File: config.mk
export PLATFORM = sky130hd
export DESIGN_NAME = mii_term_lane_finder
export DESIGN_NICKNAME = d
export VERILOG_FILES = /design/src/rtl/mii_pkg.sv /design/src/rtl/mii_term_lane_finder.sv
export SDC_FILE = /design/constraint.sdc
export NUM_CORES = 1
export LEC_CHECK = 0
export CAP_MARGIN = 10
export CELL_PAD_IN_SITES_DETAIL_PLACEMENT = 1
export CELL_PAD_IN_SITES_GLOBAL_PLACEMENT = 1
export CORE_ASPECT_RATIO = 1.1
export CORE_MARGIN = 2
export CORE_UTILIZATION = 16
export DETAILED_ROUTE_END_ITERATION = 8
export PLACE_DENSITY = 0.95
export SYNTH_ARGS = -nofsm -noshare
export SYNTH_HDL_FRONTEND = slang
export SYNTH_SLANG_ARGS = --single-unit
File: constraint.sdc
create_clock -name vclk -period 7.9
set_clock_uncertainty 0.05 [all_clocks]
set_input_delay 1.58 -clock vclk [all_inputs]
set_output_delay 1.58 -clock vclk [all_outputs]
set_load 0.02 [all_outputs]
File: src/rtl/mii_pkg.sv
// Shared types and constants for the MII frame checker: FSM states, control codes, error bit indices.
package mii_pkg;

    typedef enum logic {
        ST_IDLE = 1'b0,
        ST_DATA = 1'b1
    } state_t;

    localparam int          LANES          = 8;
    localparam logic [7:0]  IDLE_CODE      = 8'h07;
    localparam logic [7:0]  START_CODE     = 8'hFB;
    localparam logic [7:0]  DATA_CODE      = 8'hAA;
    localparam logic [7:0]  TERMINATE_CODE = 8'hFD;

    localparam int ERR_SHORT     = 0;
    localparam int ERR_LONG      = 1;
    localparam int ERR_CTRL      = 2;
    localparam int ERR_TERM_IDLE = 3;
    localparam int ERR_PATTERN   = 4;
    localparam int ERR_W         = 5;

endpackage

File: src/rtl/mii_term_lane_finder.sv
// Combinational decode of one 64-bit word: locates the lowest terminate lane and qualifies
// the control lanes below it and the idle tail above it.
module mii_term_lane_finder
    import mii_pkg::*;
#(
    parameter logic [7:0] IDLE_CODE      = mii_pkg::IDLE_CODE,
    parameter logic [7:0] TERMINATE_CODE = mii_pkg::TERMINATE_CODE
) (
    input  logic [63:0] i_data,
    input  logic [7:0]  i_ctrl,
    output logic        o_term_found,
    output logic [2:0]  o_term_lane,
    output logic [7:0]  o_ctrl_below_mask,
    output logic        o_idle_above_ok
);

    always_comb begin
        o_term_found      = 1'b0;
        o_term_lane       = 3'd0;
        o_ctrl_below_mask = 8'd0;
        o_idle_above_ok   = 1'b0;
        // Scan downwards so the lowest matching lane wins.
        for (int k = LANES - 1; k >= 0; k--) begin
            if (i_ctrl[k] && (i_data[8*k +: 8] == TERMINATE_CODE)) begin
                o_term_found = 1'b1;
                o_term_lane  = 3'(k);
            end
        end
        o_idle_above_ok = o_term_found;
        for (int k = 0; k < LANES; k++) begin
            if (k < int'(o_term_lane)) begin
                o_ctrl_below_mask[k] = i_ctrl[k];
            end else if (k > int'(o_term_lane)) begin
                if (!(i_ctrl[k] && (i_data[8*k +: 8] == IDLE_CODE)))
                    o_idle_above_ok = 1'b0;
            end
        end
    end

endmodule

* Word level (Yosys, flattened, before mapping)
Index checks and enable logic that the tools add are counted.
** Operators by class
- Magnitude comparators :: 14
- Equality and inequality tests :: 15
- Multiplexer cells :: 43
- Reduce and logical (&&, ||, !) cells :: 15
** Operator list (number)
- $eq A8 B8 Y1 const B :: 8
- $eq A8 B3 Y1 const B :: 7
- $mux W1 :: 35
- $mux W3 :: 8
- $logic_and A1 B1 Y1 :: 15
- $gt A3 B3 Y1 const A :: 4
- $lt A3 B3 Y1 const A :: 3
- $gt A2 B3 Y1 const A :: 2
- $lt A1 B3 Y1 const A :: 2
- $lt A2 B3 Y1 const A :: 2
- $gt A1 B3 Y1 const A :: 1
** Storage, ports and cells
- Register bits :: 0
- Input bits :: 72
- Word-level logic and storage cells :: 87

* Longest topological paths before layout
Gate-level depths: netlist of run 1.
- Depth in word-level cells :: 30
- Gate-level depth with buffers :: 6
- Mapped depth without buffers :: 6

* Worst setup path after synthesis of run 1
Ideal clock, no wire load.
- Path type :: input to output
- Start :: input port i_data[51]
- End :: output port o_idle_above_ok
- Arrival time :: 3568 ps
- Data required time :: 6270 ps
- Slack :: 2702 ps
- Stages :: 5
- Path buffers :: 0
- Path through :: or4b_1 > or4_1 > or4_1 > a222oi_1 > o2111a_1
** On the way
- Cells in the longest elaborated chain, start to end :: 29
** RTL lines
- from (decl) :: line mii_term_lane_finder.sv:9 : input logic [63:0] i_data,
- $eq A8 B8 Y1 :: line mii_term_lane_finder.sv:24 : if (i_ctrl[k] && (i_data[8*k +: 8] == TERMINATE_CODE)) begin
- $logic_and A1 B1 Y1 :: line mii_term_lane_finder.sv:24
- $mux W3 / $mux W1 (equally long branches) (7 in a row) :: line mii_term_lane_finder.sv:24
- $gt A1 B3 Y1 / $mux W1 (equally long branches) :: line mii_term_lane_finder.sv:33, mii_term_lane_finder.sv:34
- $mux W1 :: line mii_term_lane_finder.sv:33 : end else if (k > int'(o_term_lane)) begin
- $mux W1 :: line mii_term_lane_finder.sv:31 : if (k < int'(o_term_lane)) begin
- $mux W1 :: line mii_term_lane_finder.sv:34 : if (!(i_ctrl[k] && (i_data[8*k +: 8] == IDLE_CODE)))
- $mux W1 :: line mii_term_lane_finder.sv:33
- (+7 left out)
- $mux W1 :: line mii_term_lane_finder.sv:34
- $mux W1 :: line mii_term_lane_finder.sv:33
- $mux W1 :: line mii_term_lane_finder.sv:31
- $mux W1 :: line mii_term_lane_finder.sv:34
- $mux W1 :: line mii_term_lane_finder.sv:33
- $mux W1 :: line mii_term_lane_finder.sv:31
- $mux W1 :: line mii_term_lane_finder.sv:34
- $mux W1 (*) :: line mii_term_lane_finder.sv:33
- to (decl) :: line mii_term_lane_finder.sv:14 : output logic o_idle_above_ok
Mark *: on every way between the ends. The rest lies on a longest branch, timed or not.

* Worst setup path in the final report of run 1
- Start :: input port i_ctrl[3]
- End :: output port o_idle_above_ok
** On the way
- Cells in the longest elaborated chain, start to end :: 25
** RTL lines
- from (decl) :: line mii_term_lane_finder.sv:10 : input logic [7:0] i_ctrl,
- $logic_and A1 B1 Y1 :: line mii_term_lane_finder.sv:24
- $mux W3 / $mux W1 (equally long branches) (4 in a row) :: line mii_term_lane_finder.sv:24
- $gt A1 B3 Y1 / $mux W1 (equally long branches) :: line mii_term_lane_finder.sv:33, mii_term_lane_finder.sv:34
- $mux W1 :: line mii_term_lane_finder.sv:33
- $mux W1 :: line mii_term_lane_finder.sv:31
- $mux W1 :: line mii_term_lane_finder.sv:34
- $mux W1 :: line mii_term_lane_finder.sv:33
- $mux W1 :: line mii_term_lane_finder.sv:31
- (+6 left out)
- $mux W1 :: line mii_term_lane_finder.sv:34
- $mux W1 :: line mii_term_lane_finder.sv:33
- $mux W1 :: line mii_term_lane_finder.sv:31
- $mux W1 :: line mii_term_lane_finder.sv:34
- $mux W1 :: line mii_term_lane_finder.sv:33
- $mux W1 :: line mii_term_lane_finder.sv:31
- $mux W1 :: line mii_term_lane_finder.sv:34
- $mux W1 (*) :: line mii_term_lane_finder.sv:33
Marked as above.

==> results.yml, run 1 <==
outcome:
  outcome: "finished clean"
setup_path:
  cp_max_fo: 6
  crit_type: "primary input to output pin"
  crit_family: "simple AND/OR/NAND/NOR gates"
  arrival_ps: 4780
  crit_path_top_delay_cell: "clkdlybuf4s50_1"
  required_ps: 6270
  crit_path_start_kind: "primary input"
  max_stage_delay_ps: 620
  critPathCaptureType: "output pin"
  crit_buf_inv: 2
  critical_path.cell_chain: "clkdlybuf4s50_1, nand3_1, nor4_1, nor4_1, or4_1, a222oi_1, o2111a_1, clkdlybuf4s50_1"
power_and_ir_drop:
  powerDensity_nw_per_um2: 31.5
  leakage_nw: 0.547
  ir_drop_mv: 0.0142
clock_network:
  cts_resized: 0
  ctsHoldBuffers: 0
  cts_setup_buffers: 0
synth:
  synth.avg_cell_area_um2: 6.28
  yosysTopAreaCellShare: 0.103
  synth_area_leaders: "nor4_1, nand2_1, or4_1"
  synth_cell_type_count: 35
  synth_area_um2: 609
  yosysMostFrequentCell: "nand2_1"
  yosys_warnings: 0
  synth_common_cells: "nand2_1, nor4_1, nand3_1, or4_1"
  syn_nets: 169
  netlist_instances: 97
  yosysTopAreaCell: "nor4_1"
  synth_seq_area_share: 0
global_routing:
  grt_overflow: 0
  grt_use_met1: 0.144
  antenna_found_initial: 0
  grt_first_pass_wirelength_mm: 4.66
  grt_pass1_vias: 1108
  gr-usage-met3: 0.0260
  grt_max_degree: 7
  grt_busiest_layer: "met2"
  grtUsageTotal: 0.129
  use_met2: 0.265
drt:
  vias: 1126
  drc: 0
  drtIter0Drc: 22
  wl_per_cell_um: 12.9
  drt_wl_total_mm: 2.97
  firstDrtPassIters: 4
  ant_nets: 0
  via_per_inst: 4.90
die:
  core_area_um2: 3650
  fp.dieW_um: 62.8
  pin_count: 85
  rows: 23
  die_area_um2: 4320
  start_util: 0.167
  die_y_um: 68.7
cells_and_area:
  diodes: 0
  layout-drive-gt1-share: 0.0556
  utilization: 0.412
  regArea_um2: 0
  final_net_count: 254
  stdcell_count: 230
  n_sequential_cell: 0
  syn_to_final_growth_pct: 147
  finalInstanceArea_um2: 1510
  clkbuf_count: 0
sta:
  min_period_over_period: 0.811
  maxSlewHeadroom: 0.496
  setup_viol: 0
  period_minus_slack_ps: 6410
  slew_violations: 0
  worst_slack_ps: 1490
  tns_ps: 0
  fmaxAchievable_mhz: 156
  finalHoldViolCount: 0
  worst_pin_slew_ps: 749
  rsz0062_at_grt: "false"
job:
  cap_viol_max_count: 0
placement:
  dpl.cell_count: 230
  dpl_cell_area_um2: 1510
  gp_congestion: 0.753
  dpl_worst_slack_ps: 1580
  hpwl_mm: 2.81
  port-buffer-count: 84
min_path:
  min_path_type: "primary input to output pin"
## metal layers
layer  share of wire  up-vias
li1                -      565
met3           0.075        2
met1            0.37      512
met4          0.0040        0
met2            0.55       47
met5               0        -
## per-stage QoR
| stage | power, W | hold slack (ps) |
|---|---|---|
| floorplan | 0.00000776 | 3230 |
| global placement | 0.0000465 | 4150 |
| detailed placement | 0.0000479 | 4170 |
| CTS | 0.0000481 | 4170 |
| global route | 0.0000515 | 4220 |
| finish | 0.0000475 | 4160 |
## area by class of cell
cell class / instances / area [um^2]
fillers: 462 / 2150
inverters: 4 / 15.0
multi-input cells: 92 / 587
well taps: 50 / 62.6
repair buffers: 84 / 841
## tightest hold or removal path, stage by stage
cell and delay [ps]:
clkdlybuf4s50_1 420, inv_1 60, nor2_1 40, clkdlybuf4s50_1 530
## worst paths after layout
check,slack (ps),end,startpoint,cells past startpoint
hold / removal,4160,o_ctrl_below_mask[6],i_ctrl[6],4
setup / recovery,1490,o_idle_above_ok,i_ctrl[3],8
## cells by family after synthesis
kind of cell,count (synthesis),synth area share
AND/OR/NAND/NOR,78,0.776
buffers and inverters,5,0.0370
AO/OA/AOI/OAI,13,0.181
other,1,0.00615
## placed cells by master (no fill, tap or decap), drive strengths merged
master	netlist	final
nand4	6	6
o2111a	1	1
o22ai	1	1
a21oi	1	1
nand3	10	10
inv	4	4
nor2	6	6
nand2b	5	5
a222oi	1	1
nor4	10	10
a21o	1	1
nor3	1	1
or3	2	2
nand3b	1	1
or2	1	1
a211oi	3	3
or4b	4	4
o211ai	1	1
o21bai	1	1
o211a	1	1
and2	3	3
conb	1	1
or4	11	11
o21ai	2	2
and3	2	2
clkdlybuf4s50	0	84
nand4b	1	1
nand2	14	14
and4	1	1
## power breakdown
group | switching (W) | internal [W] | total (W)
logic | 0.0000126 | 0.0000349 | 0.0000475
registers | 0 | 0 | 0
clock network | 0 | 0 | 0
Power figures use the tool's default switching activity.
==> inputs of run 2 (changes only) <==
--- a/config.mk
+++ b/config.mk
@@ -10,9 +10,9 @@
 export CELL_PAD_IN_SITES_GLOBAL_PLACEMENT = 1
 export CORE_ASPECT_RATIO = 1.1
 export CORE_MARGIN = 2
-export CORE_UTILIZATION = 16
+export CORE_UTILIZATION = 14
 export DETAILED_ROUTE_END_ITERATION = 8
-export PLACE_DENSITY = 0.95
+export PLACE_DENSITY = 0.91
 export SYNTH_ARGS = -nofsm -noshare
 export SYNTH_HDL_FRONTEND = slang
 export SYNTH_SLANG_ARGS = --single-unit
==> constraint.sdc (replaced) <==
create_clock -name vclk -period 6.2
set_clock_uncertainty 0.05 [all_clocks]
set_input_delay 1.24 -clock vclk [all_inputs]
set_output_delay 1.24 -clock vclk [all_outputs]
set_load 0.02 [all_outputs]
==> run 2 against run 1 <==
Net effect:
- sequential share of layout area is the same
- core utilization shrank 5.7 points
- first-iteration DRC count shrank 68%
- critical path depth is the same
- worst setup slack lost 950 ps
- worst hold slack lost 690 ps
- cell area grew 0.33%
- critical endpoint unchanged
- largest power group unchanged
==> results.yml, run 2 (synthesis gave the netlist of run 1 again) <==
outcome:
  outcome: "finished clean"
setup_path:
  crit_family: "simple AND/OR/NAND/NOR gates"
  crit_path_start_kind: "primary input"
  max_stage_delay_ps: 610
  crit_buf_inv: 2
  critical_path.cell_chain: "clkdlybuf4s50_1, nand3_1, nor4_1, nor4_1, or4_1, a222oi_1, o2111a_1, clkdlybuf4s50_1"
  crit_type: "primary input to output pin"
  arrival_ps: 4370
  crit_path_top_delay_cell: "clkdlybuf4s50_1"
  required_ps: 4910
  cp_max_fo: 6
  critPathCaptureType: "output pin"
cells_and_area:
  n_sequential_cell: 0
  multiInputGateArea_um2: 587
  regArea_um2: 0
  layout_common_cells: "clkdlybuf4s50_1, nand2_1, nor4_1"
  diodes: 0
  syn_to_final_growth_pct: 148
  final_net_count: 254
  n_fill_cell: 544
  clkbuf_count: 0
  layout-drive-gt1-share: 0.0556
  utilization: 0.355
  stdcell_count: 234
  final_common_cell: "clkdlybuf4s50_1"
drt:
  vias: 1124
  drt_wl_total_mm: 3.08
  drc: 0
  wl_per_cell_um: 13.2
  firstDrtPassIters: 5
  drtIter0Drc: 7
  via_per_inst: 4.80
  ant_nets: 0
min_path:
  worstHoldEndpoint: "o_ctrl_below_mask[6]"
  min_path_type: "primary input to output pin"
  min_from: "i_ctrl[6]"
  holdPathStages: 4
power_and_ir_drop:
  powerDensity_nw_per_um2: 39.9
  ir_drop_mv: 0.0142
  leakage_nw: 0.547
  total_power_w: 0.0000603
global_routing:
  grt_pass1_vias: 1218
  antenna_found_initial: 0
  grt_first_pass_wirelength_mm: 5.02
  grtUsageTotal: 0.126
  grt_max_degree: 7
  grt_overflow: 0
sta:
  tns_ps: 0
  rsz0062_at_grt: "false"
  maxSlewHeadroom: 0.468
  finalHoldViolCount: 0
  slew_violations: 0
  setup_viol: 0
  fmaxAchievable_mhz: 177
  worst_pin_slew_ps: 791
  min_period_over_period: 0.913
  period_minus_slack_ps: 5660
die:
  die_area_um2: 4900
  start_util: 0.143
  fp.dieW_um: 66.9
  pin_count: 85
  die_y_um: 73.2
  rows: 25
  core_area_um2: 4250
placement:
  dpl.cell_count: 234
  gp_congestion: 0.713
  hpwl_mm: 2.88
  port-buffer-count: 84
clock_network:
  cts_resized: 0
  ctsHoldBuffers: 0
  cts_setup_buffers: 0
job:
  cap_viol_max_count: 0
[run 2: cell counts in the layout (fill, tap and decap cells not counted)]
Identical to the previous run, type by type.
[run 2: worst min-delay path, stage by stage]
cell             delay (ps)
clkdlybuf4s50_1         420
inv_1                    60
nor2_1                   40
clkdlybuf4s50_1         530
[run 2: metrics by stage]
step,hold slack [ps],cell area [um^2],worst slack (ps)
final,3470,1510,540
after global routing,3520,1510,411
after CTS,3480,1510,615
after detailed placement,3470,1510,615
after global placement,3470,1510,623
after floorplan,2550,609,1680
[run 2: area by class of cell]
| type | count | area share |
|---|---|---|
| multi-input cells | 92 | 0.389 |
| well taps | 54 | 0.0447 |
| repair buffers | 84 | 0.557 |
| inverters | 4 | 0.00994 |
[run 2: power breakdown]
group          total [W]  switching (W)  internal (W)
clock                  0              0             0
sequential             0              0             0
combinational  0.0000603      0.0000158     0.0000445
[run 2: worst max path at each step]
| stage | startpoint | end | slack [ps] | cells past startpoint |
|---|---|---|---|---|
| finish | i_ctrl[3] | o_idle_above_ok | 540 | 8 |
| global route | i_ctrl[6] | o_idle_above_ok | 410 | 8 |
| CTS | i_ctrl[3] | o_idle_above_ok | 620 | 8 |
| detailed placement | i_ctrl[3] | o_idle_above_ok | 620 | 8 |
| global placement | i_ctrl[3] | o_idle_above_ok | 620 | 8 |
| floorplan | i_data[51] | o_idle_above_ok | 1680 | 5 |
[run 2: routing by layer]
layer / vias up / wire (um) / track usage
met2: 51 / 1710 / 0.267
met1: 507 / 1060 / 0.133
li1: 560 / - / -
met3: 6 / 258 / 0.00926
met5: - / 0 / 0
met4: 0 / 54 / 0.0204
==> inputs of run 3 (changes only) <==
--- a/config.mk
+++ b/config.mk
@@ -12,6 +12,7 @@
 export CORE_MARGIN = 2
 export CORE_UTILIZATION = 14
 export DETAILED_ROUTE_END_ITERATION = 8
+export GPL_TIMING_DRIVEN = 0
 export PLACE_DENSITY = 0.91
 export SYNTH_ARGS = -nofsm -noshare
 export SYNTH_HDL_FRONTEND = slang
==> run 3 against run 2 <==
Net effect:
- routed wire length shrank 2.7%
- via count down 1.5%
- critical path depth is the same
- worst setup slack gained 81 ps
- cell area rose by 0.50%
- clock-buffer cell count did not move
- global-route usage is 0.79 points lower
- power increased by 1.0%
- sequential cell count stayed put
- highest routed layer unchanged
==> results.yml, run 3 (synthesis gave the netlist of run 1 again) <==
setup_path:
  cp_max_fo: 6
  required_ps: 4910
  arrival_ps: 4290
  cp-endpoint: "o_idle_above_ok"
  crit_buf_inv: 2
  crit_type: "primary input to output pin"
  critPathCaptureType: "output pin"
  critical_path.cell_chain: "clkdlybuf4s50_1, nand3_1, nor4_1, nor4_1, or4_1, a222oi_1, o2111a_1, clkdlybuf4s50_1"
  crit_family: "simple AND/OR/NAND/NOR gates"
  path_depth: 8
  crit_path_top_delay_cell: "clkdlybuf4s50_1"
  crit_path_start_kind: "primary input"
  max_stage_delay_ps: 620
  cp-startpoint: "i_ctrl[3]"
drt:
  ant_nets: 0
  via_per_inst: 4.71
  drt_wl_total_mm: 3.00
  vias: 1107
  drtIter0Drc: 8
  firstDrtPassIters: 4
  drc: 0
  wl_per_cell_um: 12.8
global_routing:
  antenna_found_initial: 0
  grt_max_degree: 7
  grt_first_pass_wirelength_mm: 4.73
  grt_overflow: 0
  grtUsageTotal: 0.118
  grt_pass1_vias: 1163
cells_and_area:
  final_common_cell: "clkdlybuf4s50_1"
  stdcell_count: 235
  syn_to_final_growth_pct: 149
  final_net_count: 255
  regArea_um2: 0
  n_sequential_cell: 0
  layout_common_cells: "clkdlybuf4s50_1, nand2_1, nor4_1"
  n_fill_cell: 539
  finalInstanceArea_um2: 1520
  layout-drive-gt1-share: 0.0608
  diodes: 0
  clkbuf_count: 0
power_and_ir_drop:
  swShare: 0.263
  p_sw_w: 0.0000160
  power_frac_seq: 0
  ir_drop_mv: 0.0140
  power_frac_comb: 1.000
  leakage_nw: 0.552
  cell_internal_pwr_w: 0.0000449
  total_power_w: 0.0000609
  p_clk_frac: 0
  powerDensity_nw_per_um2: 40.1
die:
  core_area_um2: 4250
  die_y_um: 73.2
  start_util: 0.143
  pin_count: 85
  rows: 25
  die_area_um2: 4900
  fp.dieW_um: 66.9
sta:
  worst_slack_ps: 622
  rsz0062_at_grt: "false"
  worst_pin_slew_ps: 766
  maxSlewHeadroom: 0.484
  slew_violations: 0
  period_minus_slack_ps: 5580
  setup_viol: 0
  min_period_over_period: 0.900
  tns_ps: 0
  finalHoldViolCount: 0
  fmaxAchievable_mhz: 179
placement:
  dpl_cell_area_um2: 1520
  dpl.cell_count: 235
  dpl_worst_slack_ps: 583
  gp_congestion: 0.772
  hpwl_mm: 2.87
  port-buffer-count: 84
clock_network:
  cts_setup_buffers: 0
  cts_resized: 0
  ctsHoldBuffers: 0
min_path:
  min_path_type: "primary input to output pin"
outcome:
  outcome: "finished clean"
job:
  cap_viol_max_count: 0
## run 3: how the worst min path moves through the flow
stage,startpoint,end,slack [ps],depth (start not counted)
2_1_floorplan,i_ctrl[6],o_ctrl_below_mask[6],2550,2
3_3_place_gp,i_ctrl[6],o_ctrl_below_mask[6],3480,4
3_5_place_dp,i_ctrl[6],o_ctrl_below_mask[6],3480,4
4_1_cts,i_ctrl[6],o_ctrl_below_mask[6],3480,4
5_1_grt,i_ctrl[6],o_ctrl_below_mask[6],3560,4
6_report,i_ctrl[6],o_ctrl_below_mask[6],3480,4
## run 3: routing by layer
metal	share of wire	track usage
met2	0.56	0.258
met5	0	0
met4	0.0063	0.00680
met1	0.34	0.115
met3	0.093	0.0231
## run 3: power groups by stage
stage	registers, W	clock network (W)	logic, W
global placement	0	0	0.0000597
global route	0	0	0.0000659
detailed placement	0	0	0.0000614
floorplan	0	0	0.00000989
finish	0	0	0.0000609
CTS	0	0	0.0000615
## run 3: per-stage QoR
step / hold WS (ps) / utilization
2_1_floorplan: 2550 / -
3_3_place_gp: 3480 / 0.357
3_5_place_dp: 3480 / 0.357
4_1_cts: 3480 / 0.357
5_1_grt: 3560 / 0.357
6_report: 3480 / 0.357
## run 3: area by class of cell
cell class	count	area (um^2)	area share
Buffer	1	7.51	0.00495
Inverter	4	15.0	0.00989
Multi-Input combinational cell	92	587	0.387
Tap cell	54	67.6	0.0445
Timing Repair Buffer	84	841	0.554
